[src/rtl/vec_elem_sequencer_pkg.sv]
// Shared types and helpers for the vector element-group sequencer.
// Holds the sequencer state encoding and the SEW decode used by the datapath.
package vec_elem_sequencer_pkg;

   localparam int IDX_W = 10;

   typedef enum logic [1:0] {
      IDLE = 2'd0,
      RUN  = 2'd1,
      DONE = 2'd2
   } seq_state_e;

   // log2 of the element size in bytes (8/16/32/64 bits -> 0..3)
   function automatic logic [1:0] sew_lg2(input logic [6:0] sew);
      case (sew)
         7'd16:   return 2'd1;
         7'd32:   return 2'd2;
         7'd64:   return 2'd3;
         default: return 2'd0;
      endcase
   endfunction

endpackage

[src/rtl/vec_elem_sequencer_mask_gen.sv]
// Combinational beat decode: aligned beat start, next element index,
// byte enables of the active elements and the last-beat flag.
module vec_beat_mask_gen
   import vec_elem_sequencer_pkg::*;
#(
   parameter int DP_WIDTH = 64
)(
   input  logic [IDX_W-1:0]        idx,
   input  logic [IDX_W-1:0]        vl_eff,
   input  logic [1:0]              sew_lg,
   output logic [IDX_W-1:0]        bs,
   output logic [IDX_W:0]          nidx,
   output logic [DP_WIDTH/8-1:0]   beat_be,
   output logic                    beat_last
);
   localparam int DP_BYTES = DP_WIDTH / 8;

   logic [IDX_W:0] epb;

   // elements per beat is a power of two, so the beat start is a simple mask
   assign epb       = (IDX_W+1)'(DP_BYTES) >> sew_lg;
   assign bs        = idx & ~IDX_W'(epb - 1'b1);
   assign nidx      = {1'b0, bs} + epb;
   assign beat_last = (nidx >= {1'b0, vl_eff});

   always_comb begin
      logic [IDX_W:0] e;
      e       = '0;
      beat_be = '0;
      for (int b = 0; b < DP_BYTES; b++) begin
         e          = {1'b0, bs} + ((IDX_W+1)'(b) >> sew_lg);
         beat_be[b] = (e >= {1'b0, idx}) && (e < {1'b0, vl_eff});
      end
   end

endmodule

[src/rtl/vec_elem_sequencer.sv]
// Element-group sequencer: latches the vector configuration per instruction
// and walks [vstart, min(vl, VLMAX)) one datapath beat per handshake.
module vec_elem_sequencer
   import vec_elem_sequencer_pkg::*;
#(
   parameter int VLEN     = 512,
   parameter int DP_WIDTH = 64,
   parameter int XLEN     = 32
)(
   input  logic                             clk,
   input  logic                             rst,
   input  logic                             start_valid,
   output logic                             start_ready,
   input  logic [XLEN-1:0]                  cfg_vl,
   input  logic [XLEN-1:0]                  cfg_vstart,
   input  logic [6:0]                       cfg_sew,
   input  logic [4:0]                       cfg_vlmul,
   input  logic [9:0]                       cfg_vlmax,
   input  logic                             abort,
   output logic                             beat_valid,
   input  logic                             beat_ready,
   output logic [9:0]                       beat_elem_idx,
   output logic [DP_WIDTH/8-1:0]            beat_be,
   output logic [2:0]                       beat_vreg_off,
   output logic [$clog2(VLEN/DP_WIDTH)-1:0] beat_pos,
   output logic                             beat_last,
   output logic                             done,
   output logic                             vstart_clr,
   output logic                             vstart_wr_en,
   output logic [XLEN-1:0]                  vstart_wr_data
);
   localparam int DP_BYTES      = DP_WIDTH / 8;
   localparam int BEATS_PER_REG = VLEN / DP_WIDTH;
   localparam int POS_W         = $clog2(BEATS_PER_REG);
   localparam int DPB_LG        = $clog2(DP_BYTES);
   localparam int REG_LG        = $clog2(VLEN / 8);

   seq_state_e          state_q, state_d;
   logic [IDX_W-1:0]    idx_q, vl_eff_q, vl_eff_in;
   logic [1:0]          sew_lg_q;
   logic [2:0]          grp_mask_q;
   logic [IDX_W-1:0]    bs;
   logic [IDX_W:0]      nidx;
   logic [DP_BYTES-1:0] be;
   logic                last, run, accept, hs, no_beats;
   logic [IDX_W+2:0]    ba;
   logic [2:0]          vreg_off;
   logic [POS_W-1:0]    pos;
   logic                wr_en_q;
   logic [XLEN-1:0]     wr_data_q;

   assign run       = (state_q == RUN);
   assign accept    = (state_q == IDLE) && start_valid;
   assign hs        = run && beat_ready;
   // clamp and range check at full XLEN so oversized vl/vstart behave
   assign vl_eff_in = (cfg_vl < XLEN'(cfg_vlmax)) ? IDX_W'(cfg_vl) : cfg_vlmax;
   assign no_beats  = (cfg_vstart >= XLEN'(vl_eff_in));

   vec_beat_mask_gen #(.DP_WIDTH(DP_WIDTH)) u_mask_gen (
      .idx       (idx_q),
      .vl_eff    (vl_eff_q),
      .sew_lg    (sew_lg_q),
      .bs        (bs),
      .nidx      (nidx),
      .beat_be   (be),
      .beat_last (last)
   );

   assign ba       = {3'b000, bs} << sew_lg_q;
   assign vreg_off = 3'(ba >> REG_LG) & grp_mask_q;
   assign pos      = POS_W'(ba >> DPB_LG);

   always_ff @(posedge clk or posedge rst) begin
      if (rst) state_q <= IDLE;
      else     state_q <= state_d;
   end

   always_comb begin
      state_d = state_q;
      case (state_q)
         IDLE:    if (start_valid) state_d = no_beats ? DONE : RUN;
         RUN:     if (abort) state_d = IDLE;
                  else if (hs && last) state_d = DONE;
         DONE:    state_d = IDLE;
         default: state_d = IDLE;
      endcase
   end

   // restart point reported on abort: past the beat if it was taken this cycle
   always_ff @(posedge clk or posedge rst) begin
      if (rst) begin
         wr_en_q   <= 1'b0;
         wr_data_q <= '0;
      end else begin
         wr_en_q <= run && abort;
         if (run && abort) wr_data_q <= hs ? XLEN'(nidx) : XLEN'(idx_q);
      end
   end

   always_ff @(posedge clk) begin
      if (accept) begin
         idx_q      <= IDX_W'(cfg_vstart);
         vl_eff_q   <= vl_eff_in;
         sew_lg_q   <= sew_lg2(cfg_sew);
         grp_mask_q <= 3'(cfg_vlmul - 5'd1);
      end else if (hs) begin
         idx_q <= nidx[IDX_W-1:0];
      end
   end

   assign start_ready    = (state_q == IDLE);
   assign beat_valid     = run;
   assign beat_elem_idx  = run ? idx_q : '0;
   assign beat_be        = run ? be : '0;
   assign beat_vreg_off  = run ? vreg_off : '0;
   assign beat_pos       = run ? pos : '0;
   assign beat_last      = run && last;
   assign done           = (state_q == DONE);
   assign vstart_clr     = (state_q == DONE);
   assign vstart_wr_en   = wr_en_q;
   assign vstart_wr_data = wr_data_q;

endmodule

[config.mk]
export PLATFORM = sky130hd
export DESIGN_NAME = vec_elem_sequencer
export DESIGN_NICKNAME = d
export VERILOG_FILES = /design/src/rtl/vec_elem_sequencer_pkg.sv /design/src/rtl/vec_elem_sequencer_mask_gen.sv /design/src/rtl/vec_elem_sequencer.sv
export SDC_FILE = /design/constraint.sdc
export NUM_CORES = 1
export LEC_CHECK = 0
export CORE_UTILIZATION = 25
export CTS_BUF_LIST = sky130_fd_sc_hd__clkbuf_4
export CTS_CLUSTER_DIAMETER = 150
export CTS_CLUSTER_SIZE = 30
export DETAILED_ROUTE_END_ITERATION = 10
export GPL_TIMING_DRIVEN = 0
export PLACE_DENSITY_LB_ADDON = 0.25
export SLEW_MARGIN = 20
export SYNTH_ARGS = -nofsm -noshare
export SYNTH_HDL_FRONTEND = slang
export SYNTH_SLANG_ARGS = --single-unit
[constraint.sdc]
create_clock -name clk -period 5.65 [get_ports clk]
set_clock_uncertainty 0.1 [all_clocks]
set_input_delay 1.13 -clock clk [delete_from_list [all_inputs] [get_ports clk]]
set_output_delay 1.13 -clock clk [all_outputs]
set_load 0.01 [all_outputs]
# --- After elaboration in Yosys (flattened, before gate mapping) ---
# Index checks and enable logic that the tools add are counted.
word_totals:
  register_bits: 60
  elab_cells: 87
op_classes:
  n_addsub: 11
  order_cmp: 19
  n_eq_ne: 7
  n_shift: 10
  n_mux: 14
  bitwise_logic: 3
  reduce_logical: 16
ops:
  columns: ["op", "count"]
  rows:
  - ["10-bit by 11-bit adder with 11-bit output", 9]
  - ["11-bit by 10-bit >= comparator with 1-bit output", 9]
  - ["11-bit by 10-bit < comparator with 1-bit output", 8]
  - ["3-bit by 2-bit >> shifter with 11-bit output, first input constant", 4]
  - ["10-bit 2-to-1 mux", 4]
  - ["32-bit by 10-bit >= comparator with 1-bit output", 1]
  - ["32-bit by 10-bit < comparator with 1-bit output", 1]
  - ["1-bit by 2-bit >> shifter with 11-bit output, first input constant", 2]
  - ["2-bit by 2-bit >> shifter with 11-bit output, first input constant", 2]
  - ["1-bit logical AND", 13]
  - ["11-bit 2-to-1 mux", 1]
  - ["4-bit by 2-bit >> shifter with 11-bit output, first input constant", 1]
  - ["10-bit bitwise AND", 1]
  - ["10-bit inverter", 1]
  - ["10-bit by 2-bit left shift with 9-bit output", 1]
  - ["10-bit by 1-bit subtractor with 10-bit output, second input constant", 1]
  - ["2-bit 2-to-1 mux", 4]
  - ["8-bit 2-to-1 mux", 1]
  - ["7-bit by 5-bit == test with 1-bit output, second input constant", 1]
  - ["7-bit by 6-bit == test with 1-bit output, second input constant", 1]
  - ["7-bit == test, second input constant", 1]
  - ["3-bit 2-to-1 mux", 2]
  - ["2-bit one-hot mux with 3 select lines", 1]
  - ["2-bit one-hot mux with 2 select lines", 1]
  - ["9 further kinds", 9]

# --- Depth between registers and ports, before layout ---
depth:
  depth_word: 10
  mapped_depth: 19
  depth_no_buf: 18

# --- Cells and area by module ---
# From an unflattened synthesis, not the netlist that was laid out.
hier_totals:
  hier_cells: 890
  area_unflattened_um2: 7786.2
by_module_without_submodules:
  columns: ["mod", "n_inst", "cells_per_inst", "area_each_um2", "seq_area_each_um2"]
  rows:
  - ["vec_beat_mask_gen", 1, 617, 4921.0, 0.0]
  - ["vec_elem_sequencer", 1, 273, 2865.2, 1101.1]

# --- Worst setup path after synthesis ---
# No wires, ideal clock.
synth_timing:
  path_type: "register to output"
  start: "reg sew_lg_q[1]"
  end: "out beat_be[4]"
  arrival_time_ns: 4.149
  required_ns: 4.420
  slack_ns: 0.271
  stages_incl_launch_ff: 18
  path_buffers: 4
  path_cell_list: "edfxtp_1 -> clkbuf_1 -> inv_1 -> ha_1 -> buf_2 -> nor2b_1 -> clkbuf_1 -> ha_1 -> clkbuf_1 -> a21oi_1 -> nor2_1 -> xnor2_1 -> ha_1 -> o21ai_0 -> a21oi_1 -> a2111oi_0 -> nand2_1 -> nor4_1"
synth_between:
  elab_chain_cells: 8
synth_lines:
  columns: ["item", "line", "rtl"]
  rows:
  - ["from (decl)", "vec_elem_sequencer.sv:40", "logic [1:0] sew_lg_q;"]
  - ["from (signal assigned)", "vec_elem_sequencer.sv:104", "sew_lg_q <= sew_lg2(cfg_sew);"]
  - ["4-bit by 2-bit >> shifter with 11-bit output", "vec_elem_sequencer_mask_gen.sv:21", "assign epb = (IDX_W+1)'(DP_BYTES) >> sew_lg;"]
  - ["10-bit by 1-bit subtractor with 10-bit output", "vec_elem_sequencer_mask_gen.sv:22", "assign bs = idx & ~IDX_W'(epb - 1'b1);"]
  - ["10-bit inverter", "vec_elem_sequencer_mask_gen.sv:22", null]
  - ["10-bit bitwise AND", "vec_elem_sequencer_mask_gen.sv:22", null]
  - ["10-bit by 11-bit adder with 11-bit output (*)", "vec_elem_sequencer_mask_gen.sv:31", "e = {1'b0, bs} + ((IDX_W+1)'(b) >> sew_lg);"]
  - ["11-bit by 10-bit >= comparator with 1-bit output / 11-bit by 10-bit < comparator with 1-bit output (equally long branches)", "vec_elem_sequencer_mask_gen.sv:32", "beat_be[b] = (e >= {1'b0, idx}) && (e < {1'b0, vl_eff});"]
  - ["1-bit logical AND (*)", "vec_elem_sequencer_mask_gen.sv:32", null]
  - ["8-bit 2-to-1 mux (*)", "vec_elem_sequencer.sv:114", "assign beat_be = run ? be : '0;"]
  - ["to (decl)", "vec_elem_sequencer.sv:23", "output logic [DP_WIDTH/8-1:0] beat_be,"]
# Mark *: on every way between the ends. The rest lies on a longest branch, timed or not.

# --- Final worst setup path ---
layout_timing:
  start: "reg sew_lg_q[1]"
  end: "out beat_be[5]"
# Same word-level chain as after synthesis.

==> results.txt <==
Status = finished clean
Worst hold slack = 0.3989 ns
Initial antenna violation count = 0
Maximum fanout along the worst path = 6
Tmin final = 5.528 ns
WS Path Type = flop to output pin
Critical path buffers and inverters = 4
Die Y-Extent = 178.9 um
TritonCTS buffer count = 5
Top Ports = 153
Die ar. = 32020 sq um
Max-Cap Viols = 0
Synth cell types = 70
Core Footprint = 30670 sq um
Critical Path, Cell by Cell = buf_6, ha_4, nand2_2, clkinvlp_4, buf_6, ha_1, ha_1, o21a_1, o21a_1, nor2b_4, xnor2_2, ha_1, or4_4, a211oi_2, o21ai_0, and4b_2, dlygate4sd2_1
Power per cell area = 128.2 nW/um^2
Clock transition at path regs = 0.13 ns
Vias per cell = 4.943
Routed wire per std cell = 17.53 um
TritonCTS clock tree = yes
Root Buffer = clkbuf_4
Post-Route Utilization = 34.06%
Crit start category = flop
Async SR Flop Fraction = 35.90%
Max_slew headroom = 27.86%
DP Wirelength = 20.99 mm
Clk_lat worst skew = 0.38 ns
Total Routing Usage GR = 16.73%
RSZ-0062 raised after global routing = yes
Final Non-Filler Cells = 1487
Pre-CTS WS = -1.281 ns
Layout cells sized above 1 = 15.86%
Final worst slack = 0.1219 ns
Post-Synthesis Cells = 904
Count of input and output buffers = 128
Hold Crit Class = flop to flop
Max Slew Vio Count = 0
Final hold violation count = 0
VDD IR max = 0.07758 mV
CP max stage delay = 0.49 ns
Setup total negative slack = 0 ns
Syn. warnings = 0
Vias in the first global route = 7600
Worst-margin pin slew = 1.082 ns
Row cnt = 64
Fill cell count = 3161
FF+latch count, synth = 39
GP Congestion = 0.8660
Critical path required time = 4.42 ns
Detailed-route DRC error count = 0
Hold Path Stages = 2
Routed WL = 26.06 mm
Final ANT Viol Nets = 0
Cell mode on critical path = ha_1
Setup crit end kind = output pin
Die Wd = 178.9 um
P_leak = 4.823 nW
# diodes = 0
Fin crit share = 97.84%
Max Clock Freq = 0.1809 GHz
Hold-fix buffers at CTS = 0
Slowest cell on the critical path = or4_4
First-pass GRT wire length = 40.88 mm
Vias = 7350
Htree depth = 2
Post-synth EDFFs = 25
Initial DRT Pass Iterations = 5
Clock tree buffer depth = 2
Reg2Reg Depth = 21
Main synth FF type = edfxtp_1
GR Overflow Total = 0
Post-Syn Area = 7826 sq um
Nets = 1382
Cells after DPL = 1449
Crit path max-delay family = simple AND/OR/NAND/NOR gates
WP data arrival = 4.30 ns
Area Overhead vs Synth = 33.46%
Largest net degree at the start of global routing = 23
TritonCTS Sinks = 39
Sequential area share after synthesis = 14.07%
Initial core utilization = 25.52%
Setup Viol. Count Final = 0
Avg Inst Size Synth = 8.657 sq um
Initial DRC count = 326
Crit path depth = 17
per-layer routing:
layer / vias up / global-route usage [%] / wire (um) / part of all wire, %
li1: 3661 / - / - / -
met1: 3463 / 20.88 / 11330 / 43
met2: 195 / 29.68 / 12850 / 49
met3: 31 / 1.824 / 1214 / 4.7
met4: 0 / 5.473 / 672 / 2.6
met5: - / 0 / 0 / 0
cell families (layout without fill, tap and decap cells):
kind of cell             count (synthesis)  in the layout  synth area share, %
AO/OA/AOI/OAI                          213            213                18.64
XOR/XNOR                                58             58                6.491
adder cells (fa/ha/maj)                201            201                32.42
buffers and inverters                  131            298                7.562
flip-flops                              39             39                14.07
multiplexers                            40             40                6.427
other                                    1             21              0.04792
AND/OR/NAND/NOR                        221            221                14.34
metrics by stage:
stage	total power, W	area [sq um]
6_report	0.001339	10450
5_1_grt	0.001459	10450
4_1_cts	0.001329	10250
3_5_place_dp	0.001064	9687
3_3_place_gp	0.001051	9678
2_1_floorplan	0.0008160	7901
worst min-delay path, stage by stage, from the launching register on:
cell	delay (ns)
dfrtp_1	0.36
nand2_1	0.05
o21ai_1	0.06
power breakdown:
part	leakage [nW]	internal [W]	switching, W
clock	0.0452	0.0000930	0.000104
sequential	0.434	0.000322	0.0000132
combinational	4.34	0.000368	0.000440
total	4.82	0.000782	0.000557
layout make-up:
type / count / area (sq um) / area share (%)
clock buffers: 5 / 37.54 / 0.3594
flip-flops and latches: 39 / 1101 / 10.54
multi-input cells: 754 / 6583 / 63.02
clock inverters: 3 / 43.79 / 0.4193
well taps: 396 / 495.5 / 4.744
plain buffers: 46 / 334.1 / 3.198
inverters: 84 / 327.8 / 3.138
repair buffers: 160 / 1523 / 14.58
cell usage after synthesis (9+ instances only):
master     count  share of area, %
ha_1         198                32
inv_1         80               3.8
nor2_1        58               2.8
xnor2_1       47               5.3
a21oi_1       46               2.9
o21ai_0       46               2.9
nand2_1       40               1.9
a21o_1        29               2.8
edfxtp_1      25               9.6
nand2b_1      23               1.8
buf_4         22               2.1
nand3_1       19               1.2
mux2_2        17               2.4
nor3_1        17               1.1
nor4_1        16               1.3
clkbuf_1      15              0.72
mux2i_1       15               1.9
dfrtp_1       14               4.5
a2111oi_0     13               1.5
a211oi_1      13               1.2
o21a_1        13               1.2
xor2_1        11               1.2
nand4_1        9              0.72
nor2b_1        9              0.72
what timing repair did:
action / CTS / global route
pin swaps: 16 / 11
setup buffers: 21 / 10
endpoints found under the setup margin: 8 / 8
gates resized for setup: 87 / 35
sequential cells by signal, indices dropped and copies added, names as in the netlist:
name            flops
state_q             2
grp_mask_q          3
sew_lg_q            2
vl_eff_q           10
vstart_wr_data     11
vstart_wr_en        1
idx_q              10
final timing paths:
| path | start | end | slack, ns |
|---|---|---|---|
| worst max-delay path | sew_lg_q[1]$_DFFE_PP_ | beat_be[5] | 0.12 |
| worst min-delay path | vstart_wr_data[3]$_DFFE_PP0P_ | vstart_wr_data[3]$_DFFE_PP0P_ | 0.40 |
| worst max register to register | sew_lg_q[0]$_DFFE_PP_ | state_q[1]$_DFFE_PP0P_ | 1.33 |
| worst min register to register | vstart_wr_data[3]$_DFFE_PP0P_ | vstart_wr_data[3]$_DFFE_PP0P_ | 0.40 |
| max in group asynchronous | rst | state_q[1]$_DFFE_PP0P_ | 4.13 |
| min in group asynchronous | rst | vstart_wr_data[10]$_DFFE_PP0P_ | 0.97 |
cell usage in the layout (no fill, tap or decap), types with 10 or more instances in the layout:
master           count
nor2_1              57
nand2_1             37
dfrtp_1             14
edfxtp_1            25
clkdlybuf4s50_1    120
nor4_1              14
a211oi_1            10
conb_1              21
nand3_1             16
a21oi_1             39
ha_1               191
nor3_1              16
mux2_2              17
o21a_1              13
mux2i_1             15
inv_1               75
nand2b_1            22
o21ai_0             39
buf_4               52
xnor2_1             44
a21o_1              29
Note: power is estimated with default switching activity, not from simulation.
